### config.mk
export PLATFORM = sky130hd
export DESIGN_NAME = fetch_prefetch_queue_flat
export DESIGN_NICKNAME = d
export VERILOG_FILES = /design/src/rtl/fetch_prefetch_queue_if.sv /design/src/rtl/fetch_prefetch_queue.sv /design/src/flat_wrapper.sv
export SDC_FILE = /design/constraint.sdc
export NUM_CORES = 1
export LEC_CHECK = 0
export CORE_MARGIN = 5
export CORE_UTILIZATION = 48
export DETAILED_ROUTE_END_ITERATION = 8
export PLACE_DENSITY_LB_ADDON = 0.08
export SETUP_SLACK_MARGIN = 0.02
export SLEW_MARGIN = 10
export SYNTH_ARGS = -nofsm -noshare
export SYNTH_HDL_FRONTEND = slang
export SYNTH_SLANG_ARGS = --single-unit
### constraint.sdc
create_clock -name clk -period 4 [get_ports clk]
set_clock_uncertainty 0.2 [all_clocks]
set_input_delay 0.4 -clock clk [delete_from_list [all_inputs] [get_ports clk]]
set_output_delay 0.4 -clock clk [all_outputs]
set_load 0.005 [all_outputs]
### src/rtl/fetch_prefetch_queue_if.sv
`default_nettype none
// +--------------------------------------------------------------------------+
// | fetch_prefetch_queue_if : redirect, imem req/gnt/rvalid and IF/ID bus     |
// | Revision 1.0                                                             |
// +--------------------------------------------------------------------------+
interface fetch_prefetch_queue_if #(
  parameter int DEPTH = 4
);
  localparam int CW = $clog2(DEPTH) + 1;

  logic          redirect_valid;
  logic [31:0]   redirect_pc;
  logic          imem_req;
  logic [31:0]   imem_addr;
  logic          imem_gnt;
  logic          imem_rvalid;
  logic [31:0]   imem_rdata;
  logic          out_valid;
  logic          out_ready;
  logic [31:0]   out_instr;
  logic [31:0]   out_pc;
  logic [31:0]   out_pc4;
  logic [CW-1:0] fifo_count;

  // The fetch unit: issues memory requests and sources the instruction stream.
  modport master (
    input  redirect_valid, redirect_pc, imem_gnt, imem_rvalid, imem_rdata, out_ready,
    output imem_req, imem_addr, out_valid, out_instr, out_pc, out_pc4, fifo_count
  );

  // The environment: branch resolution, instruction memory and IF/ID.
  modport slave (
    output redirect_valid, redirect_pc, imem_gnt, imem_rvalid, imem_rdata, out_ready,
    input  imem_req, imem_addr, out_valid, out_instr, out_pc, out_pc4, fifo_count
  );
endinterface
`default_nettype wire

### src/rtl/fetch_prefetch_queue.sv
`default_nettype none
// +--------------------------------------------------------------------------+
// | fetch_prefetch_queue : single-outstanding instruction prefetch into a    |
// | {pc, instr} FIFO with flush-on-redirect.   Revision 1.0                  |
// +--------------------------------------------------------------------------+
module fetch_prefetch_queue #(
  parameter int          DEPTH    = 4,
  parameter logic [31:0] RESET_PC = 32'h0000_0000
) (
  input  logic                  clk,
  input  logic                  reset,
  fetch_prefetch_queue_if.master bus_io
);

  localparam int AW = $clog2(DEPTH);
  localparam int CW = AW + 1;

  typedef enum logic [1:0] {
    ST_IDLE = 2'd0,
    ST_REQ  = 2'd1,
    ST_WAIT = 2'd2
  } state_e;

  state_e        state_q, state_d;
  logic [31:0]   fetch_pc_q, fetch_pc_d;
  logic [31:0]   addr_q, addr_d;
  logic [31:0]   req_pc_q, req_pc_d;
  logic          discard_q, discard_d;
  logic [CW-1:0] count_q, count_d;
  logic [AW-1:0] wr_ptr_q, rd_ptr_q;
  logic [31:0]   instr_q [DEPTH];
  logic [31:0]   pc_q    [DEPTH];

  logic          out_valid_w;
  logic          push_w;
  logic          pop_w;
  logic          space_w;
  logic [31:0]   redirect_tgt_w;

  always_comb begin
    redirect_tgt_w = bus_io.redirect_pc & 32'hFFFF_FFFC;
    out_valid_w    = (count_q != '0) && !bus_io.redirect_valid && !reset;
    pop_w          = out_valid_w && bus_io.out_ready;
    push_w         = (state_q == ST_WAIT) && bus_io.imem_rvalid && !discard_q && !bus_io.redirect_valid;
    if (bus_io.redirect_valid) begin
      count_d = '0;
    end else begin
      count_d = count_q + CW'(push_w) - CW'(pop_w);
    end
    // A new request is only issued when its response is guaranteed a slot.
    space_w = count_d < CW'(DEPTH);
  end

  always_comb begin
    state_d    = state_q;
    fetch_pc_d = fetch_pc_q;
    addr_d     = addr_q;
    req_pc_d   = req_pc_q;
    discard_d  = discard_q;
    case (state_q)
      ST_IDLE: begin
        if (bus_io.redirect_valid) fetch_pc_d = redirect_tgt_w;
        if (space_w) state_d = ST_REQ;
      end
      ST_REQ: begin
        // discard_q here means a redirect already replaced fetch_pc while this request was held.
        if (bus_io.redirect_valid) begin
          fetch_pc_d = redirect_tgt_w;
          discard_d  = 1'b1;
        end else if (bus_io.imem_gnt && !discard_q) begin
          fetch_pc_d = addr_q + 32'd4;
        end
        if (bus_io.imem_gnt) begin
          req_pc_d = addr_q;
          state_d  = ST_WAIT;
        end
      end
      ST_WAIT: begin
        if (bus_io.redirect_valid) fetch_pc_d = redirect_tgt_w;
        if (bus_io.imem_rvalid) begin
          discard_d = 1'b0;
          state_d   = space_w ? ST_REQ : ST_IDLE;
        end else if (bus_io.redirect_valid) begin
          discard_d = 1'b1;
        end
      end
      default: state_d = ST_REQ;
    endcase
    if (state_d == ST_REQ && state_q != ST_REQ) addr_d = fetch_pc_d;
  end

  always_ff @(posedge clk) begin
    if (reset) begin
      state_q    <= ST_REQ;
      fetch_pc_q <= RESET_PC;
      addr_q     <= RESET_PC;
      req_pc_q   <= '0;
      discard_q  <= 1'b0;
      count_q    <= '0;
      wr_ptr_q   <= '0;
      rd_ptr_q   <= '0;
    end else begin
      state_q    <= state_d;
      fetch_pc_q <= fetch_pc_d;
      addr_q     <= addr_d;
      req_pc_q   <= req_pc_d;
      discard_q  <= discard_d;
      count_q    <= count_d;
      if (bus_io.redirect_valid) begin
        wr_ptr_q <= '0;
        rd_ptr_q <= '0;
      end else begin
        if (push_w) wr_ptr_q <= wr_ptr_q + 1'b1;
        if (pop_w)  rd_ptr_q <= rd_ptr_q + 1'b1;
      end
    end
  end

  always_ff @(posedge clk) begin
    if (!reset && push_w) begin
      instr_q[wr_ptr_q] <= bus_io.imem_rdata;
      pc_q[wr_ptr_q]    <= req_pc_q;
    end
  end

  assign bus_io.imem_req   = (state_q == ST_REQ) && !reset;
  assign bus_io.imem_addr  = addr_q;
  assign bus_io.out_valid  = out_valid_w;
  assign bus_io.out_instr  = instr_q[rd_ptr_q];
  assign bus_io.out_pc     = pc_q[rd_ptr_q];
  assign bus_io.out_pc4    = pc_q[rd_ptr_q] + 32'd4;
  assign bus_io.fifo_count = reset ? '0 : count_q;

endmodule
`default_nettype wire
### src/flat_wrapper.sv
// flat-port wrapper written by rule: the top's interface ports become plain ports
module fetch_prefetch_queue_flat 
#(
  parameter int          DEPTH    = 4,
  parameter logic [31:0] RESET_PC = 32'h0000_0000
)
  (clk, reset, bus_io_redirect_valid, bus_io_redirect_pc, bus_io_imem_gnt, bus_io_imem_rvalid, bus_io_imem_rdata, bus_io_out_ready, bus_io_imem_req, bus_io_imem_addr, bus_io_out_valid, bus_io_out_instr, bus_io_out_pc, bus_io_out_pc4, bus_io_fifo_count);
  fetch_prefetch_queue_if #(.DEPTH(DEPTH)) bus_io_i ();
  input  logic clk;
  input  logic reset;
  input wire logic [$bits(bus_io_i.redirect_valid)-1:0] bus_io_redirect_valid;
  input wire logic [$bits(bus_io_i.redirect_pc)-1:0] bus_io_redirect_pc;
  input wire logic [$bits(bus_io_i.imem_gnt)-1:0] bus_io_imem_gnt;
  input wire logic [$bits(bus_io_i.imem_rvalid)-1:0] bus_io_imem_rvalid;
  input wire logic [$bits(bus_io_i.imem_rdata)-1:0] bus_io_imem_rdata;
  input wire logic [$bits(bus_io_i.out_ready)-1:0] bus_io_out_ready;
  output wire logic [$bits(bus_io_i.imem_req)-1:0] bus_io_imem_req;
  output wire logic [$bits(bus_io_i.imem_addr)-1:0] bus_io_imem_addr;
  output wire logic [$bits(bus_io_i.out_valid)-1:0] bus_io_out_valid;
  output wire logic [$bits(bus_io_i.out_instr)-1:0] bus_io_out_instr;
  output wire logic [$bits(bus_io_i.out_pc)-1:0] bus_io_out_pc;
  output wire logic [$bits(bus_io_i.out_pc4)-1:0] bus_io_out_pc4;
  output wire logic [$bits(bus_io_i.fifo_count)-1:0] bus_io_fifo_count;
  assign bus_io_i.redirect_valid = bus_io_redirect_valid;
  assign bus_io_i.redirect_pc = bus_io_redirect_pc;
  assign bus_io_i.imem_gnt = bus_io_imem_gnt;
  assign bus_io_i.imem_rvalid = bus_io_imem_rvalid;
  assign bus_io_i.imem_rdata = bus_io_imem_rdata;
  assign bus_io_i.out_ready = bus_io_out_ready;
  assign bus_io_imem_req = bus_io_i.imem_req;
  assign bus_io_imem_addr = bus_io_i.imem_addr;
  assign bus_io_out_valid = bus_io_i.out_valid;
  assign bus_io_out_instr = bus_io_i.out_instr;
  assign bus_io_out_pc = bus_io_i.out_pc;
  assign bus_io_out_pc4 = bus_io_i.out_pc4;
  assign bus_io_fifo_count = bus_io_i.fifo_count;
  fetch_prefetch_queue #(.DEPTH(DEPTH), .RESET_PC(RESET_PC)) u_core (.clk(clk), .reset(reset), .bus_io(bus_io_i));
endmodule
# Word-level counts from Yosys, hierarchy flattened
# Memories as Yosys holds them, arrays and structs flattened. A register that Yosys moved wholly into a read port is not among the register bits.
# Cells that the tools add are included.
[totals] regBits=106 output_inout_bits=133 mem_bits_rw=256 memories=2
[classes] reduce_logical=19 n_eq_ne=4 addsub=6 muxes=20 order_cmp=1
[memory_table] memory="u_core.instr_q" words=4 word_bits=32 rd=1 rd_clocked_by_memory_dff=1 wr=1 line="fetch_prefetch_queue.sv:31" source="logic [31:0] instr_q [DEPTH];"
[memory_table] memory="u_core.pc_q" words=4 word_bits=32 rd=1 rd_clocked_by_memory_dff=1 wr=1 line="fetch_prefetch_queue.sv:32" source="logic [31:0] pc_q [DEPTH];"
[ops] operator="$mux 32" n=3
[ops] operator="$add 32x3->32 const B" n=2
[ops] operator="$pmux 32 s2" n=1
[ops] operator="$mux 2" n=7
[ops] operator="$logic_and 1x1->1" n=10
[ops] operator="$mux 3" n=2
[ops] operator="$pmux 2 s3" n=1
[ops] operator="$mux 1" n=5
[ops] operator="$add 2x1->2 const B" n=2
[ops] operator="$eq 2x1->1 const B" n=2
[ops] operator="$reduce_or 2->1" n=2
[ops] operator="$add 3x1->3" n=1
[ops] operator="$logic_not 1->1" n=3
[ops] operator="$lt 3x3->1 const B" n=1
[ops] operator="$reduce_bool 3->1" n=1
[ops] operator="$sub 3x1->3" n=1
[ops] operator="$eq 2x2->1 const B" n=1
[ops] operator="$logic_not 2->1" n=1
[ops] operator="$ne 2x1->1 const B" n=1
[ops] operator="$pmux 1 s2" n=1
[ops] operator="$reduce_and 2->1" n=1
[ops] operator="$reduce_bool 2->1" n=1

# Depth between registers and ports, before layout
# Gate-level depths: netlist (run 1).
[logic_depth] depth_word=13 ltp_mapped=15 depth_no_buf=13

# Least setup slack after synthesis (run 1)
# No wires, ideal clock.
[synth_timing] kind="input to register" startpoint="input port bus_io_redirect_valid" endpoint="register u_core.addr_q[5] (netlist: u_core.bus_io.imem_addr[5])" t_required_ns=3.730 stages=15 path_buffers=2 path_slack_ns=-0.072 t_arrival_ns=3.802 path_cell_list="clkbuf_1 > nor2_1 > o31a_1 > and2_1 > ha_1 > inv_1 > ha_1 > fa_1 > xnor3_1 > a311o_1 > a31o_1 > or3_1 > buf_2 > or3_1 > a21oi_1"
[synth_between] elab_chain_cells=12 elab_cells_between_ends=18
[synth_rtl] item="from (decl)" line="flat_wrapper.sv:11" source="input wire logic [$bits(bus_io_i.redirect_valid)-1:0] bus_io_redirect_valid;"
[synth_rtl] item="$logic_not 1->1 (*)" line="fetch_prefetch_queue.sv:42" source="out_valid_w = (count_q != '0) && !bus_io.redirect_valid && !reset;"
[synth_rtl] item="$logic_and 1x1->1 (*) (2 in a row)" line="fetch_prefetch_queue.sv:42"
[synth_rtl] item="net bus_io_out_valid" line="flat_wrapper.sv:19" source="output wire logic [$bits(bus_io_i.out_valid)-1:0] bus_io_out_valid;"
[synth_rtl] item="$logic_and 1x1->1 (*)" line="fetch_prefetch_queue.sv:43" source="pop_w = out_valid_w && bus_io.out_ready;"
[synth_rtl] item="net u_core.pop_w" line="fetch_prefetch_queue.sv:36" source="logic pop_w;"
[synth_rtl] item="$sub 3x1->3 (*)" line="fetch_prefetch_queue.sv:48" source="count_d = count_q + CW'(push_w) - CW'(pop_w);"
[synth_rtl] item="$mux 3 (*)" line="fetch_prefetch_queue.sv:45" source="if (bus_io.redirect_valid) begin"
[synth_rtl] item="$lt 3x3->1 (*)" line="fetch_prefetch_queue.sv:51" source="space_w = count_d < CW'(DEPTH);"
[synth_rtl] item="$mux 1" line="fetch_prefetch_queue.sv:82" source="state_d = space_w ? ST_REQ : ST_IDLE;"
[synth_rtl] item="$mux 2" line="fetch_prefetch_queue.sv:80" source="if (bus_io.imem_rvalid) begin"
[synth_rtl] item="$pmux 2 s3 (*)" line="fetch_prefetch_queue.sv:60" source="case (state_q)"
[synth_rtl] item="$eq 2x1->1 (*)" line="fetch_prefetch_queue.sv:89" source="if (state_d == ST_REQ && state_q != ST_REQ) addr_d = fetch_pc_d;"
[synth_rtl] item="$logic_and 1x1->1 (*)" line="fetch_prefetch_queue.sv:89"
[synth_rtl] item="to (signal assigned)" line="fetch_prefetch_queue.sv:105" source="addr_q <= addr_d;"
[synth_rtl] item="to (decl)" line="fetch_prefetch_queue.sv:26" source="logic [31:0] addr_q, addr_d;"
# The timed path passes the listed nets; every way through them passes the cells marked *.
# A chain may end at the register's enable or synchronous reset.

# Final worst setup path (run 1)
[layout_timing] startpoint="register u_core.count_q[1]" endpoint="register u_core.addr_q[6] (netlist: u_core.bus_io.imem_addr[6])"
[layout_between] elab_chain_cells=12 elab_cells_between_ends=14
[layout_rtl] item="from (decl)" line="fetch_prefetch_queue.sv:29" source="logic [CW-1:0] count_q, count_d;"
[layout_rtl] item="from (signal assigned)" line="fetch_prefetch_queue.sv:108" source="count_q <= count_d;"
[layout_rtl] item="$reduce_bool 3->1 (*)" line="fetch_prefetch_queue.sv:42"
[layout_rtl] item="$logic_and 1x1->1 (*) (2 in a row)" line="fetch_prefetch_queue.sv:42"
[layout_rtl] item="$logic_and 1x1->1 (*)" line="fetch_prefetch_queue.sv:43"
[layout_rtl] item="net u_core.pop_w" line="fetch_prefetch_queue.sv:36"
[layout_rtl] item="$sub 3x1->3 (*)" line="fetch_prefetch_queue.sv:48"
[layout_rtl] item="$mux 3 (*)" line="fetch_prefetch_queue.sv:45"
[layout_rtl] item="$lt 3x3->1 (*)" line="fetch_prefetch_queue.sv:51"
[layout_rtl] item="$mux 1" line="fetch_prefetch_queue.sv:82"
[layout_rtl] item="$mux 2" line="fetch_prefetch_queue.sv:80"
[layout_rtl] item="$pmux 2 s3 (*)" line="fetch_prefetch_queue.sv:60"
[layout_rtl] item="$eq 2x1->1 (*)" line="fetch_prefetch_queue.sv:89"
[layout_rtl] item="$logic_and 1x1->1 (*)" line="fetch_prefetch_queue.sv:89"
# Marks and branches as above.

==> impl_metrics.csv, run 1 <==
group,metric,value,unit
timing,tns,0,ps
routing,finalWirelength,33800,microns
pwr,p_total,9.18,mW
logic_synthesis,syn_nets,1137,
placement,hpwl,22100,microns
run_status,status,"completed",
setup_path,reg2reg_to,"u_core.bus_io.imem_addr[6]$_SDFFE_PP0P_",
routing,postRouteAntennaNets,0,
floorplan,core,0.0306,sq mm
clock_tree,numCtsBuffers,38,
timing,fmax,260,MHz
logic_synthesis,async_flop_share,0,%
timing,maxSlewHeadroom,29.7,%
cells_and_area,nets,1364,
flow_run,cap_violations,0,
clock_tree,cts_root_buffer,"clkbuf_16",
cells_and_area,area_growth_syn_to_layout,27.4,%
logic_synthesis,synth_largest_area_cell,"edfxtp_1",
routing,vias_per_cell,5.54,
cells_and_area,antennaDiodeCount,0,
min_path,min_path_cells,3,
routing,vias,9452,
logic_synthesis,ys_seq_area_share,66.2,%
global_route,antenna_found_initial,0,
setup_path,critPathCaptureType,"register",
timing,period_share,96.3,%
clock_tree,cts_num_sinks,364,
pwr,p_leak,6.38,nW
placement,dp_slack,-358,ps
pwr,intPower,6.97,mW
routing,wire_per_inst,19.8,microns
timing,hold_viol,0,
clock_tree,htree_levels,2,
clock_tree,worstSkewPairLatency,510,ps
timing,worstMarginPinSlew,1050,ps
logic_synthesis,yosys_warnings,0,
logic_synthesis,synth_top_area_share,51.7,%
global_route,grt_pass1_wl,52600,microns
pwr,cellPowerDensity,484,mW/mm^2
pwr,combPwrFrac,12.7,%
floorplan,boundaryPins,203,
setup_path,crit_type,"reg -> reg",
placement,gp_congestion,0.817,
pwr,p_sw,2.22,mW
routing,drtIter0Drc,746,
pwr,clock_power_share,39.1,%
routing,dr.pass1.iters,5,
setup_path,rr_worst_depth,12,
setup_path,cp_max_fo,4,
logic_synthesis,ys_ff_latch,364,
setup_path,ff2ff_setup_slack,150,ps
pwr,peakVddDrop,252,uV
pwr,swShare,24.1,%
setup_path,critPathLaunchType,"register",
routing,drcViolationCount,0,
logic_synthesis,synthMostInstantiatedCell,"edfxtp_1",
timing,setup_viol,0,
floorplan,die_w,186,microns
logic_synthesis,synth_area_leaders,"edfxtp_1 52%, dfxtp_1 15%, mux4_2 9.7%",
timing,rsz0062_at_grt,"true",
min_path,min_from,"reset",
setup_path,crit_arrival,4080,ps
floorplan,die_y,186,microns
floorplan,rows,64,
clock_tree,clkTransAtPathRegs,60,ps
global_route,overflow,0,
logic_synthesis,synth-edff-count,256,
placement,dp.cells,1628,
cells_and_area,fin_area,0.0190,sq mm
pwr,power_frac_seq,48.2,%
clock_tree,clockBufferDepth,3,
logic_synthesis,syn_inst,1053,
timing,setup_ws,147,ps
min_path,holdPathEnd,"u_core.count_q[1]$_SDFF_PP0_",
cells_and_area,utilization,62.0,%
global_route,grt_max_degree,69,
floorplan,die_area,0.0346,sq mm
timing,final_max_slew_viol_count,0,
floorplan,initial_core_util,48.7,%
placement,port_buffers,200,
logic_synthesis,synthFlopType,"edfxtp_1",
logic_synthesis,synth_area,0.0149,sq mm
cells_and_area,drive_above_1_share,15.3,%
cells_and_area,final_cells,1705,
timing,holdWs,39.8,ps
global_route,grt_usage,19.4,%
setup_path,timing.rr.start,"u_core.count_q[1]$_SDFF_PP0_",
setup_path,critical_path_required,4230,ps
logic_synthesis,synth.distinct_cells,59,
min_path,hp-class,"in -> reg",
clock_tree,tritoncts,"yes",
placement,postPlaceCellArea,0.0175,sq mm
timing,min_period,3850,ps
logic_synthesis,avgSynthCellArea,14.1,sq um
logic_synthesis,synth_common_cells,"256 x edfxtp_1, 110 x nand2_1, 108 x dfxtp_1",
global_route,grt_pass1_vias,9300,
[worst max-delay path: stages, from the launching register on]
cell	delay, ps
dfxtp_1	330
o31a_1	310
and2_1	170
ha_1	270
inv_1	40
ha_1	200
fa_1	370
xnor3_1	390
a311o_1	380
a31o_1	260
or3_4	350
or3_1	370
a21oi_1	140
[registers in the layout, indices dropped and copies added (netlist names), named ones only]
register,cells
u_core.instr_q,128
u_core.pc_q,128
u_core.bus_io.imem_addr,32
u_core.fetch_pc_q,32
u_core.req_pc_q,32
u_core.count_q,3
u_core.rd_ptr_q,2
u_core.state_q,2
u_core.wr_ptr_q,2
u_core.discard_q,1
[kinds of logic (layout without fill, tap and decap cells)]
family / after synthesis / after routing / share of synthesized area (%)
AO/OA/AOI/OAI: 179 / 179 / 7.95
XOR/XNOR: 56 / 56 / 3.39
multiplexers: 65 / 65 / 9.75
adder cells (fa/ha/maj): 14 / 14 / 1.23
buffers and inverters: 88 / 344 / 2.49
flip-flops: 364 / 364 / 66.2
AND/OR/NAND/NOR: 287 / 287 / 9.00
[worst max path at each step]
stage,start,end,slack [ps],depth (start not counted)
floorplan,bus_io_redirect_valid,u_core.bus_io.imem_addr[5]$_SDFFE_PP0P_,50,15
global placement,bus_io_redirect_valid,u_core.bus_io.imem_addr[6]$_SDFFE_PP0P_,-310,14
detailed placement,bus_io_redirect_valid,u_core.bus_io.imem_addr[6]$_SDFFE_PP0P_,-360,14
CTS,register,bus_io_out_pc4[21],60,10
global route,register,bus_io_out_pc4[30],-3,8
finish,u_core.count_q[1]$_SDFF_PP0_,u_core.bus_io.imem_addr[6]$_SDFFE_PP0P_,150,12
[cell usage in the layout, fill, tap and decap left out, drive strengths merged, types with 5 or more instances in the layout]
cell	instances
clkinv	14
and3	12
clkdlybuf4s50	199
edfxtp	256
buf	53
a21o	5
a211oi	12
dfxtp	108
xor2	28
nand3	18
a21oi	66
and4	8
o21a	12
a222oi	11
o221ai	5
bufinv	6
ha	13
mux4	64
o21ai	16
and2	11
nor3	21
clkbuf	45
a22oi	9
xnor2	27
nand2b	5
o22ai	16
nor4	10
nand4	11
nor2	66
inv	24
nand2	110
[power by group through the flow]
stage	registers [mW]	logic, mW	clock network, mW
after floorplan	4.41	0.666	0
after global placement	4.49	1.14	0
after detailed placement	4.49	1.15	0
after CTS	4.42	1.16	3.68
after global routing	4.45	1.28	3.85
final	4.42	1.17	3.59
[metal layers]
| layer | GRT usage, % | up-vias | wire (microns) |
|---|---|---|---|
| met4 | 4.58 | 0 | 527 |
| met5 | 0 | - | 0 |
| met2 | 31.6 | 301 | 16200 |
| met1 | 27.8 | 4626 | 15000 |
| met3 | 2.95 | 44 | 2110 |
| li1 | - | 4481 | - |
[area by class of cell]
cell class | instances | area (sq um)
fill | 2357 | 11600
sequential | 364 | 9860
multi-input combinational | 601 | 4730
timing repair buffer | 252 | 2500
clock buffer | 45 | 1020
tap | 396 | 495
clock inverter | 24 | 277
inverter | 23 | 86.3
[what timing repair did]
action | CTS | global route
endpoints found under the hold margin | 0 | 0
hold buffers | 0 | 0
resized for setup | 3 | 14
buffers inserted | 4 | 4
setup endpoints to repair | 15 | 23
(Power assumes the default switching activity.)
==> run 2: changes to the inputs <==
- PLACE_DENSITY_LB_ADDON: 0.08 -> 0.3
==> run 2 against run 1 <==
Net effect:
- critical path depth fell by 4
- hold slack improved by 250 ps
- register-to-register slack better by 110 ps
- fmax rose by 0.60%
- cell area shrank 0.96%
- flip-flop and latch count did not move
- non-clock buffer count shrank 6
- critical endpoint is now bus_io_out_pc4[23]
==> impl_metrics.csv, run 2 (synthesized netlist as in run 1, its figures left out) <==
group,metric,value,unit
run_status,status,"completed",
floorplan,die_w,186,microns
clock_tree,clockBufferDepth,3,
routing,wl_met1,14900,microns
pwr,p_total,8.94,mW
routing,drtIter0Drc,757,
global_route,grt_pass1_wl,52900,microns
global_route,antenna_found_initial,0,
global_route,grt_max_degree,83,
cells_and_area,final-seq-area,0.00986,sq mm
min_path,min_from,"u_core.fetch_pc_q[13]$_SDFF_PP0_",
cells_and_area,reg.largest.list,"u_core.instr_q (128), u_core.pc_q (128)",
timing,hold_viol,0,
setup_path,crit_path_max_incr_delay,540,ps
min_path,hp-class,"reg -> reg",
setup_path,critPathLaunchType,"register",
timing,period_share,95.8,%
placement,gp_congestion,0.863,
routing,vias,9631,
setup_path,crit_top_cell,"and4_1",
cells_and_area,nets,1357,
pwr,p_leak,6.28,nW
cells_and_area,area_growth_syn_to_layout,26.2,%
flow_run,cap_violations,0,
floorplan,initial_core_util,48.7,%
setup_path,crit_buf_inv,3,
global_route,grt_usage,19.6,%
routing,wl_met2,16100,microns
clock_tree,htree_levels,2,
placement,postPlaceCellArea,0.0175,sq mm
cells_and_area,final_common_cell,"edfxtp_1",
floorplan,die_y,186,microns
placement,port_buffers,200,
setup_path,rr_worst_depth,12,
min_path,holdPathEnd,"u_core.fetch_pc_q[13]$_SDFF_PP0_",
timing,final_max_slew_viol_count,0,
floorplan,core,0.0306,sq mm
setup_path,path_cells,"buf_12 > mux4_2 > and4_1 > and4_1 > nor3b_4 > buf_4 > xnor2_1 > clkdlybuf4s50_1",
routing,drcViolationCount,0,
setup_path,reg2reg_to,"u_core.bus_io.imem_addr[5]$_SDFFE_PP0P_",
floorplan,die_area,0.0346,sq mm
cells_and_area,multi_input_area,0.00471,sq mm
cells_and_area,fill_cells,2332,
min_path,min_path_cells,2,
setup_path,cp_top_family,"simple AND/OR/NAND/NOR gates",
timing,maxSlewHeadroom,21.7,%
routing,wire_per_inst,20.1,microns
pwr,peakVddDrop,296,uV
global_route,grt_pass1_vias,9417,
cells_and_area,antennaDiodeCount,0,
routing,dr.pass1.iters,5,
setup_path,crit_arrival,3230,ps
setup_path,critPathCaptureType,"output pin",
global_route,overflow,0,
clock_tree,worstSkewPairLatency,520,ps
clock_tree,cts_root_buffer,"clkbuf_16",
routing,finalWirelength,34200,microns
timing,fmax,261,MHz
timing,setup_viol,0,
routing,wl_met3,2510,microns
cells_and_area,final_cell_mix,"256 x edfxtp_1, 199 x clkdlybuf4s50_1, 109 x nand2_1",
placement,dp_slack,-426,ps
setup_path,cp_max_fo,9,
clock_tree,tritoncts,"yes",
routing,top_layer_used,"met4",
pwr,cellPowerDensity,476,mW/mm^2
setup_path,slowest_stage,"clkdlybuf4s50_1",
cells_and_area,fin_area,0.0188,sq mm
routing,postRouteAntennaNets,0,
timing,worstMarginPinSlew,1180,ps
setup_path,ff2ff_setup_slack,260,ps
floorplan,rows,64,
placement,hpwl,22900,microns
cells_and_area,drive_above_1_share,14.0,%
timing,rsz0062_at_grt,"true",
clock_tree,clkTransAtPathRegs,60,ps
clock_tree,cts_num_sinks,364,
floorplan,boundaryPins,203,
timing,min_period,3830,ps
setup_path,crit_type,"reg -> out",
setup_path,timing.rr.start,"u_core.count_q[1]$_SDFF_PP0_",
setup_path,critical_path_required,3400,ps
routing,vias_per_cell,5.68,
clock_tree,numCtsBuffers,37,
timing,setup_ws,170,ps
-- run 2: changes by cell type in the layout (fill, tap and decap cells not counted), sizes merged --
| cell | previous run | this run |
|---|---|---|
| buf | 53 | 46 |
| bufinv | 6 | 3 |
| clkinv | 14 | 12 |
| clkbuf | 45 | 46 |
| clkinvlp | 3 | 4 |
| dlygate4sd3 | 0 | 1 |
-- run 2: tightest hold or removal path, delay by kind of cell, from the launching register on --
| kind | cells | cell delay (ps) |
|---|---|---|
| and+or+nand+nor | 1 | 70 |
| DFF | 1 | 310 |
| AOI/OAI and AO/OA | 1 | 70 |
-- run 2: where the power goes --
group	internal (mW)	total [mW]	switching, mW	leakage, nW
Sequential	4.19	4.42	0.229	3.23
Combinational	0.546	1.15	0.608	2.47
Clock	1.99	3.36	1.37	0.580
-- run 2: per-stage QoR --
step,instances,util (%),hold WS [ps],TNS [ps]
after global placement,1626,57.2,273,-5780
after CTS,1695,61.3,298,0
final,1696,61.4,294,0
after floorplan,1053,-,250,0
after detailed placement,1626,57.2,287,-8340
after global routing,1696,61.4,320,0
-- run 2: metal layers --
metal / vias to the layer above / GRT usage, %
li1: 4458 / -
met1: 4748 / 28.3
met2: 376 / 31.3
met3: 49 / 3.48
met4: 0 / 4.61
met5: - / 0
-- run 2: final cells by class --
type                    count  area share, %
multi-input cells         601           25.1
repair buffers            246           13.0
flip-flops and latches    364           52.5
clock buffers              46           5.39
inverters                  23          0.460
clock inverters            20          0.973
well taps                 396           2.64
-- run 2: worst max-delay path by stage --
| stage | to | slack (ps) | cells after the start |
|---|---|---|---|
| after CTS | u_core.bus_io.imem_addr[5]$_SDFFE_PP0P_ | 40 | 15 |
| final | bus_io_out_pc4[23] | 170 | 8 |
| after global routing | u_core.bus_io.imem_addr[5]$_SDFFE_PP0P_ | 7 | 15 |
| after floorplan | u_core.bus_io.imem_addr[5]$_SDFFE_PP0P_ | 50 | 15 |
| after detailed placement | u_core.bus_io.imem_addr[5]$_SDFFE_PP0P_ | -430 | 14 |
| after global placement | u_core.bus_io.imem_addr[5]$_SDFFE_PP0P_ | -360 | 14 |
-- run 2: timing repair --
| item | 4_1_cts | 5_1_grt |
|---|---|---|
| resized for setup | 2 | 6 |
| hold endpoints to repair | 1 | 0 |
| buffers inserted | 2 | 1 |
| setup endpoints to repair | 12 | 29 |
| pin swaps | 0 | 2 |
| hold buffers | 1 | 0 |
==> run 3: changes to the inputs <==
- GPL_TIMING_DRIVEN: default -> 0
- PLACE_DENSITY_LB_ADDON: 0.3 -> 0.08
==> run 3 against run 2 <==
Net effect:
- clock-buffer cell count did not move
- via count decreased by 0.32%
- global-route usage grew 1.2 points
- highest routed layer unchanged
- critical endpoint is now bus_io_out_pc4[24]
- sequential share of layout area is 0.36 points lower
==> impl_metrics.csv, run 3 (synthesized netlist as in run 1, its figures left out) <==
group,metric,value,unit
run_status,status,"completed",
cells_and_area,final_cell_mix,"256 x edfxtp_1, 196 x clkdlybuf4s50_1, 109 x nand2_1",
timing,holdWs,209,ps
routing,drtIter0Drc,714,
timing,fmax,259,MHz
pwr,cellPowerDensity,468,mW/mm^2
clock_tree,worstSkewPairLatency,510,ps
floorplan,core,0.0306,sq mm
setup_path,crit_arrival,3260,ps
setup_path,cp_max_fo,10,
routing,vias,9600,
setup_path,cp_top_family,"buffers and inverters",
placement,postPlaceCellArea,0.0175,sq mm
setup_path,crit_type,"reg -> out",
setup_path,path_cells,"buf_12 > buf_12 > mux4_2 > ha_2 > and3_4 > nand4_1 > nand2b_4 > nor2_1 > xor2_1 > clkdlybuf4s50_1",
clock_tree,hold_buffers,0,
timing,worstMarginPinSlew,1060,ps
pwr,peakVddDrop,323,uV
routing,wire_per_inst,20.7,microns
routing,finalWirelength,35900,microns
cells_and_area,fin_area,0.0189,sq mm
clock_tree,cts_root_buffer,"clkbuf_16",
pwr,power_frac_seq,49.9,%
setup_path,crit_path_max_incr_delay,570,ps
cells_and_area,reg.largest.list,"u_core.instr_q (128), u_core.pc_q (128)",
placement,dp_slack,-1200,ps
pwr,p_leak,6.31,nW
timing,rsz0062_at_grt,"true",
cells_and_area,antennaDiodeCount,0,
global_route,overflow,0,
global_route,antenna_found_initial,0,
floorplan,die_w,186,microns
pwr,intPower,6.59,mW
routing,drcViolationCount,0,
placement,hpwl,24800,microns
cells_and_area,area_growth_syn_to_layout,27.0,%
floorplan,initial_core_util,48.7,%
setup_path,critPathLaunchType,"register",
global_route,grt_pass1_vias,9825,
timing,maxSlewHeadroom,29.0,%
routing,vias_per_cell,5.53,
timing,setup_ws,145,ps
pwr,swShare,25.5,%
setup_path,crit_top_cell,"buf_12",
pwr,clock_power_share,36.6,%
clock_tree,clkTransAtPathRegs,60,ps
floorplan,rows,64,
setup_path,critPathCaptureType,"output pin",
setup_path,critical_path_required,3400,ps
placement,port_buffers,200,
floorplan,boundaryPins,203,
clock_tree,numCtsBuffers,37,
pwr,p_total,8.84,mW
min_path,hp-class,"in -> reg",
pwr,p_sw,2.25,mW
cells_and_area,nets,1396,
global_route,grt_usage,20.8,%
global_route,grt_pass1_wl,55600,microns
timing,period_share,96.4,%
clock_tree,clockBufferDepth,3,
clock_tree,cts_num_sinks,364,
timing,final_max_slew_viol_count,0,
pwr,combPwrFrac,13.5,%
clock_tree,tritoncts,"yes",
flow_run,cap_violations,0,
cells_and_area,drive_above_1_share,13.7,%
placement,gp_congestion,0.907,
timing,hold_viol,0,
setup_path,crit_buf_inv,3,
routing,dr.pass1.iters,5,
timing,setup_viol,0,
cells_and_area,final_common_cell,"edfxtp_1",
global_route,grt_max_degree,37,
floorplan,die_y,186,microns
timing,min_period,3860,ps
routing,postRouteAntennaNets,0,
clock_tree,htree_levels,2,
setup_path,slowest_stage,"mux4_2",
floorplan,die_area,0.0346,sq mm
[run 3: worst register-to-register path, cell delays in order, from the launching register on]
cell     delay (ps)
dfxtp_1         340
o31a_1          320
and2_4          190
ha_1            270
inv_1            40
ha_1            190
fa_1            370
xnor3_1         220
a311o_1         380
a31o_1          220
or3_1           310
buf_4           170
or3_1           390
a21oi_1         120
[run 3: cell type report]
class / instances / area [sq um]
Clock buffer: 46 / 1010
Fill cell: 2397 / 11700
Timing Repair Buffer: 220 / 2210
Sequential cell: 364 / 9850
Tap cell: 396 / 495
Clock inverter: 21 / 133
Inverter: 23 / 86.3
Multi-Input combinational cell: 601 / 4760
Buffer: 65 / 347
[run 3: worst paths after layout]
| path | from | endpoint | slack, ps | depth (start not counted) |
|---|---|---|---|---|
| worst max-delay path | register | bus_io_out_pc4[24] | 140 | 10 |
| worst max register to register | u_core.count_q[1]$_SDFF_PP0_ | u_core.bus_io.imem_addr[5]$_SDFFE_PP0P_ | 190 | 13 |
| worst min register to register | u_core.req_pc_q[23]$_SDFFE_PP0P_ | u_core.req_pc_q[23]$_SDFFE_PP0P_ | 300 | 2 |
| worst min-delay path | bus_io_redirect_valid | u_core.count_q[2]$_SDFF_PP0_ | 210 | 4 |
[run 3: timing repair]
action | in CTS | in global routing
setup endpoints to repair | 78 | 69
buffers inserted | 5 | 11
gates resized for setup | 34 | 18
pin swaps | 3 | 4
[run 3: power by group through the flow]
| stage | clock network (mW) | registers [mW] | logic (mW) |
|---|---|---|---|
| after floorplan | 0 | 4.41 | 0.666 |
| after detailed placement | 0 | 4.47 | 1.15 |
| after CTS | 3.30 | 4.40 | 1.18 |
| final | 3.23 | 4.41 | 1.20 |
| after global routing | 3.47 | 4.43 | 1.32 |
| after global placement | 0 | 4.47 | 1.14 |
[run 3: stage by stage]
step	std cells	utilization (%)	TNS [ps]
floorplan	1053	-	0
global placement	1649	56.8	-411610
detailed placement	1653	57.1	-35470
CTS	1725	61.3	0
global route	1736	61.8	0
finish	1736	61.8	0
[run 3: metal layers]
layer | share of wire [%] | global-route usage [%]
met5 | 0 | 0
met4 | 2.1 | 5.51
met2 | 49 | 34.8
met3 | 6.6 | 3.81
met1 | 43 | 28.3
